**src/rtl/armored40_rx_lock.sv**
```systemverilog
// Word-lock tracker behind the armored40 decoder: hunts for a run of clean words,
// requests bit slips on failures, and once locked forwards payload and keeps error statistics.
module armored40_rx_lock #(
  parameter int TARGET_CHIP = 2,
  parameter int LOCK_GOOD   = 16,
  parameter int UNLOCK_BAD  = 4,
  parameter int WINDOW      = 64,
  parameter int SLIP_WAIT   = 8
) (
  input  logic        clk,
  input  logic        arst,
  input  logic [32:0] din,
  input  logic        din_valid,
  input  logic        din_fix,
  input  logic        din_fail,
  input  logic        clear_counts,
  output logic [31:0] dout,
  output logic        dout_ctrl,
  output logic        dout_valid,
  output logic        slip,
  output logic        locked,
  output logic [15:0] fix_count,
  output logic [15:0] fail_count,
  output logic [1:0]  dbg_state
);

  localparam int WW = (WINDOW > 2) ? $clog2(WINDOW) : 1;
  localparam int BW = $clog2(UNLOCK_BAD + 1);

  typedef enum logic [1:0] {
    ST_HUNT      = 2'd0,
    ST_SLIP_HOLD = 2'd1,
    ST_LOCKED    = 2'd2
  } state_t;

  // Handshake: din/din_fix/din_fail are sampled only on edges where din_valid=1;
  // dout/dout_ctrl are meaningful only while dout_valid=1 and hold otherwise.
  // There is no backpressure: the block never stalls its input.

  state_t          r_state;
  logic [7:0]      r_good_cnt;
  logic [7:0]      r_slip_cnt;
  logic [WW-1:0]   r_win_cnt;
  logic [BW-1:0]   r_bad_cnt;
  logic [31:0]     r_dout;
  logic            r_dout_ctrl;
  logic            r_dout_valid;
  logic            r_slip;
  logic            r_locked;
  logic [15:0]     r_fix_count;
  logic [15:0]     r_fail_count;

  logic            w_good;
  logic            w_bad;
  logic [7:0]      w_good_next;
  logic [BW-1:0]   w_bad_next;
  logic            w_win_last;
  logic            w_unlock;
  logic            w_fix_inc;
  logic            w_fail_inc;
  logic            w_unused_chip;

  assign w_good        = din_valid & ~din_fail;
  assign w_bad         = din_valid & din_fail;
  assign w_good_next   = r_good_cnt + 8'd1;
  assign w_bad_next    = r_bad_cnt + 1'b1;
  assign w_win_last    = (r_win_cnt == WW'(WINDOW - 1));
  assign w_unlock      = w_bad & (w_bad_next == BW'(UNLOCK_BAD));
  assign w_fix_inc     = (r_state == ST_LOCKED) & w_good & din_fix;
  assign w_fail_inc    = (r_state == ST_LOCKED) & w_bad;
  assign w_unused_chip = (TARGET_CHIP == 0);

  always_ff @(posedge clk or posedge arst) begin
    if (arst) begin
      r_state      <= ST_HUNT;
      r_good_cnt   <= '0;
      r_slip_cnt   <= '0;
      r_win_cnt    <= '0;
      r_bad_cnt    <= '0;
      r_dout       <= '0;
      r_dout_ctrl  <= 1'b0;
      r_dout_valid <= 1'b0;
      r_slip       <= 1'b0;
      r_locked     <= 1'b0;
      r_fix_count  <= '0;
      r_fail_count <= '0;
    end else begin
      r_slip       <= 1'b0;
      r_dout_valid <= 1'b0;
      case (r_state)
        ST_HUNT: begin
          if (w_good) begin
            // The word completing the run only declares lock; it is not forwarded.
            if (w_good_next == 8'(LOCK_GOOD)) begin
              r_state    <= ST_LOCKED;
              r_locked   <= 1'b1;
              r_good_cnt <= '0;
              r_win_cnt  <= '0;
              r_bad_cnt  <= '0;
            end else begin
              r_good_cnt <= w_good_next;
            end
          end else if (w_bad) begin
            r_good_cnt <= '0;
            r_slip     <= 1'b1;
            r_slip_cnt <= '0;
            r_state    <= ST_SLIP_HOLD;
          end
        end
        ST_SLIP_HOLD: begin
          if (r_slip_cnt == 8'(SLIP_WAIT - 1)) begin
            r_state    <= ST_HUNT;
            r_good_cnt <= '0;
            r_slip_cnt <= '0;
          end else begin
            r_slip_cnt <= r_slip_cnt + 8'd1;
          end
        end
        ST_LOCKED: begin
          if (w_unlock) begin
            // Loss of lock re-hunts at the current alignment, so no slip here.
            r_state    <= ST_HUNT;
            r_locked   <= 1'b0;
            r_win_cnt  <= '0;
            r_bad_cnt  <= '0;
            r_good_cnt <= '0;
          end else if (din_valid) begin
            if (w_good) begin
              r_dout       <= din[31:0];
              r_dout_ctrl  <= din[32];
              r_dout_valid <= 1'b1;
            end
            if (w_win_last) begin
              r_win_cnt <= '0;
              r_bad_cnt <= '0;
            end else begin
              r_win_cnt <= r_win_cnt + 1'b1;
              if (w_bad) r_bad_cnt <= w_bad_next;
            end
          end
        end
        default: begin
          r_state  <= ST_HUNT;
          r_locked <= 1'b0;
        end
      endcase

      if (clear_counts)
        r_fix_count <= '0;
      else if (w_fix_inc && (r_fix_count != 16'hFFFF))
        r_fix_count <= r_fix_count + 16'd1;

      if (clear_counts)
        r_fail_count <= '0;
      else if (w_fail_inc && (r_fail_count != 16'hFFFF))
        r_fail_count <= r_fail_count + 16'd1;
    end
  end

  assign dout       = r_dout;
  assign dout_ctrl  = r_dout_ctrl;
  assign dout_valid = r_dout_valid;
  assign slip       = r_slip;
  assign locked     = r_locked;
  assign fix_count  = r_fix_count;
  assign fail_count = r_fail_count;
  assign dbg_state  = r_state;

endmodule

```
**config.mk**
```make
export PLATFORM = sky130hd
export DESIGN_NAME = armored40_rx_lock
export DESIGN_NICKNAME = d
export VERILOG_FILES = /design/src/rtl/armored40_rx_lock.sv
export SDC_FILE = /design/constraint.sdc
export NUM_CORES = 1
export LEC_CHECK = 0
export CORE_MARGIN = 2
export CORE_UTILIZATION = 35
export DETAILED_ROUTE_END_ITERATION = 16
export PLACE_DENSITY = 0.73
export RECOVER_POWER = 100
export SLEW_MARGIN = 5
export SYNTH_ARGS = -nofsm -noshare
export SYNTH_HDL_FRONTEND = slang
export SYNTH_SLANG_ARGS = --single-unit
```
**constraint.sdc**
```tcl
create_clock -name clk -period 2.55 [get_ports clk]
set_input_delay 0.255 -clock clk [delete_from_list [all_inputs] [get_ports clk]]
set_output_delay 0.255 -clock clk [all_outputs]
set_load 0.01 [all_outputs]
```
==> impl_metrics.ini <==
[yosys]
ys_types = 49
ys_ff_latch = 95
syn-cell-area_um2 = 4580
syn_inst = 424
synth-edff-count = 0
synth_flop_cell = dfrtp_1
ys_async_sr_fraction_pct = 100
synth.avg_cell_area_um2 = 10.8
synthTopCellsByArea = dfrtp_1 (52%), mux2_2 (8.6%), nor2_1 (4.1%), xor2_1 (3.8%), ha_1 (3.3%)
ys_warn_count = 0
netlist_top_cells_count = dfrtp_1 (95), nor2_1 (50), mux2_2 (35)
synth_fp_nets = 475
yosysMostFrequentCell = dfrtp_1
synth_sequential_area_ratio_pct = 51.9
synth_top_cell_area_share_pct = 51.9
yosysTopAreaCell = dfrtp_1

[grt]
use_met3_pct = 6.18
gr-usage-met1_pct = 19.0
busiest_layer = met2
grt_pass1_wl_um = 18300
grt_pass1_vias = 3760
gr-total-overflow = 0
grtUsageMet2_pct = 26.4
antenna_found_initial = 0
grt_usage_pct = 16.0
grt_max_degree = 40

[floorplan]
start_util_pct = 36.0
core_area_um2 = 12700
rows = 41
dieArea_um2 = 14000
die_x_um = 118
die_h_um = 118
ios = 109

[clock_tree]
cts_tree = done
clock_sink_count = 95
cts.reportedPaths.clkPinSlew_ns = 0.07
insertion_delay_ns = 0.34
hold_buffers = 0
root_buffer = clkbuf_16
clock_path_buffers = 2
numCtsBuffers = 9
htreeDepth = 3

[timing]
slew_headroom_pct = 27.7
rsz0062_at_grt = false
finClkSkew_ns = 0.00645
tns_ns = 0
hold_viol_final = 0
fin_crit_ns = 2.34
min_period_over_period_pct = 91.7
drv_slew = 0
worst_pin_slew_ns = 1.08
finalSetupViolations = 0
fmax_ghz = 0.427

[pwr]
intPower_w = 0.00292
comb_power_share_pct = 21.3
power.leakage_nw = 2.92
p_switching_w = 0.00109
pwr-share-clk_pct = 34.0
ir_drop_uv = 371
powerDensity_nw_per_um2 = 653
p_sw_share_pct = 27.2
seq_power_share_pct = 44.7

[critical_path]
crit_path_max_incr_delay_ns = 0.63
regToRegSetupSlack_ns = 0.21
cp-end-kind = flop
path_class = flop to flop
start_kind = flop
crit_required_ns = 2.76
critical_path_peak_fanout = 9
cp_slowest_cell = a21oi_1
worstPathCellList = inv_1, ha_1, nand3_1, a21oi_1, and4_1, xnor2_1, nor2_1
arrival_ns = 2.55

[route]
wl_per_cell_um = 15.2
via_count = 3681
detail-route-antenna-nets = 0
drt_iter0_markers = 271
drt-total-wl_um = 10800
firstDrtPassIters = 4
drcViolationCount = 0
vias_per_cell = 5.17

[job]
max_cap_violations = 0

[placement]
place.gp.congestion = 0.848
dpl.hpwl_um = 7820
io_buffers = 108
dp_cells = 697

[finish]
n_antenna_cell = 0
syn_to_final_growth_pct = 34.4
fin_cells = 712
nFillCells = 1188
final_util_pct = 48.4
drive_gt1_share_pct = 12.0
final_nets = 587

[worst_hold_path]
hold_path_class = flop to flop

[status]
status = completed
==> cell usage in the layout (no fill, tap or decap), types with 3 or more instances in the layout <==
cell	n
clkbuf_16	9
o21ai_0	21
clkbuf_2	3
nand2_1	29
dfrtp_1	95
nand2b_1	4
buf_4	4
inv_1	9
xnor2_1	14
dlygate4sd3_1	71
mux2_2	35
nor3_1	5
a21oi_1	8
and4_1	12
nand4_1	13
ha_1	12
and3_1	13
o41ai_1	5
nor2_1	50
clkdlybuf4s50_1	37
xor2_1	20
nor2b_1	3
and2_1	5
o31ai_1	4
nand3_1	22
==> kinds of logic after synthesis <==
| logic type | share of synthesized area, % |
|---|---|
| adder cells (fa/ha/maj) | 3.28 |
| AO/OA/AOI/OAI | 7.43 |
| buffers and inverters | 2.19 |
| flip-flops | 51.9 |
| multiplexers | 8.83 |
| XOR/XNOR | 6.50 |
| AND/OR/NAND/NOR | 19.9 |
==> flip-flops by register name, indices dropped and copies added, names as in the netlist <==
signal,cells
dout,32
fail_count,16
fix_count,16
r_good_cnt,8
r_slip_cnt,8
r_win_cnt,6
r_bad_cnt,3
dbg_state,2
dout_ctrl,1
dout_valid,1
locked,1
slip,1
==> stage by stage <==
stage / hold WS (ns) / setup WS (ns) / total power (W) / area (µm²)
after floorplan: 0.318 / 0.477 / 0.00225 / 4580
after global placement: 0.478 / 0.266 / 0.00272 / 5910
after detailed placement: 0.477 / 0.126 / 0.00276 / 5910
after CTS: 0.343 / 0.125 / 0.00415 / 6210
after global routing: 0.497 / 0.0433 / 0.00425 / 6150
final: 0.491 / 0.210 / 0.00402 / 6150
==> power by group through the flow <==
stage / sequential, W / clock [W] / combinational, W
6_report: 0.00180 / 0.00137 / 0.000856
5_1_grt: 0.00183 / 0.00149 / 0.000940
4_1_cts: 0.00180 / 0.00141 / 0.000931
3_5_place_dp: 0.00183 / 0 / 0.000924
3_3_place_gp: 0.00182 / 0 / 0.000907
2_1_floorplan: 0.00188 / 0 / 0.000366
==> critical path: cells and delay by family, from the launching register on <==
family | cells | cell delay [ns]
adder cells (fa/ha/maj) | 1 | 0.32
AO/OA/AOI/OAI | 1 | 0.63
AND/OR/NAND/NOR | 3 | 0.56
flip-flops | 1 | 0.44
buffers and inverters | 1 | 0.13
XOR/XNOR | 1 | 0.12
==> final timing paths <==
kind / end / cells after the start / start
min in group asynchronous: dout[1]$_DFFE_PP0P_ / 2 / arst
setup reg to reg: fail_count[4]$_DFFE_PP0P_ / 7 / dbg_state[0]$_DFFE_PP0P_
hold / removal: r_win_cnt[2]$_DFFE_PP0P_ / 1 / r_win_cnt[2]$_DFFE_PP0P_
setup / recovery: fail_count[4]$_DFFE_PP0P_ / 7 / dbg_state[0]$_DFFE_PP0P_
max in group asynchronous: fail_count[10]$_DFFE_PP0P_ / 3 / arst
hold reg to reg: r_win_cnt[2]$_DFFE_PP0P_ / 1 / r_win_cnt[2]$_DFFE_PP0P_
==> cell type report <==
type                    instances  area, µm²  share of cell area [%]
multi-input cells             305       2100                    34.1
well taps                     172        215                    3.50
flip-flops and latches         95       2380                    38.6
clock buffers                  12        256                    4.17
clock inverters                 3       42.5                   0.691
repair buffers                115       1130                    18.3
inverters                      10       38.8                   0.630
==> what timing repair did <==
item / in CTS / in global routing
resized for setup: 0 / 1
setup endpoints to repair: 0 / 2
setup buffers: 0 / 0
==> layer usage <==
metal  up-vias  part of all wire, %  routed length (µm)
met5         -                    0                   0
met4         0                  1.5                 161
met3        15                  8.5                 924
met2       127                   48                5160
met1      1809                   42                4570
li1       1730                    -                   -
No activity file was read; power rests on OpenSTA's default activity.
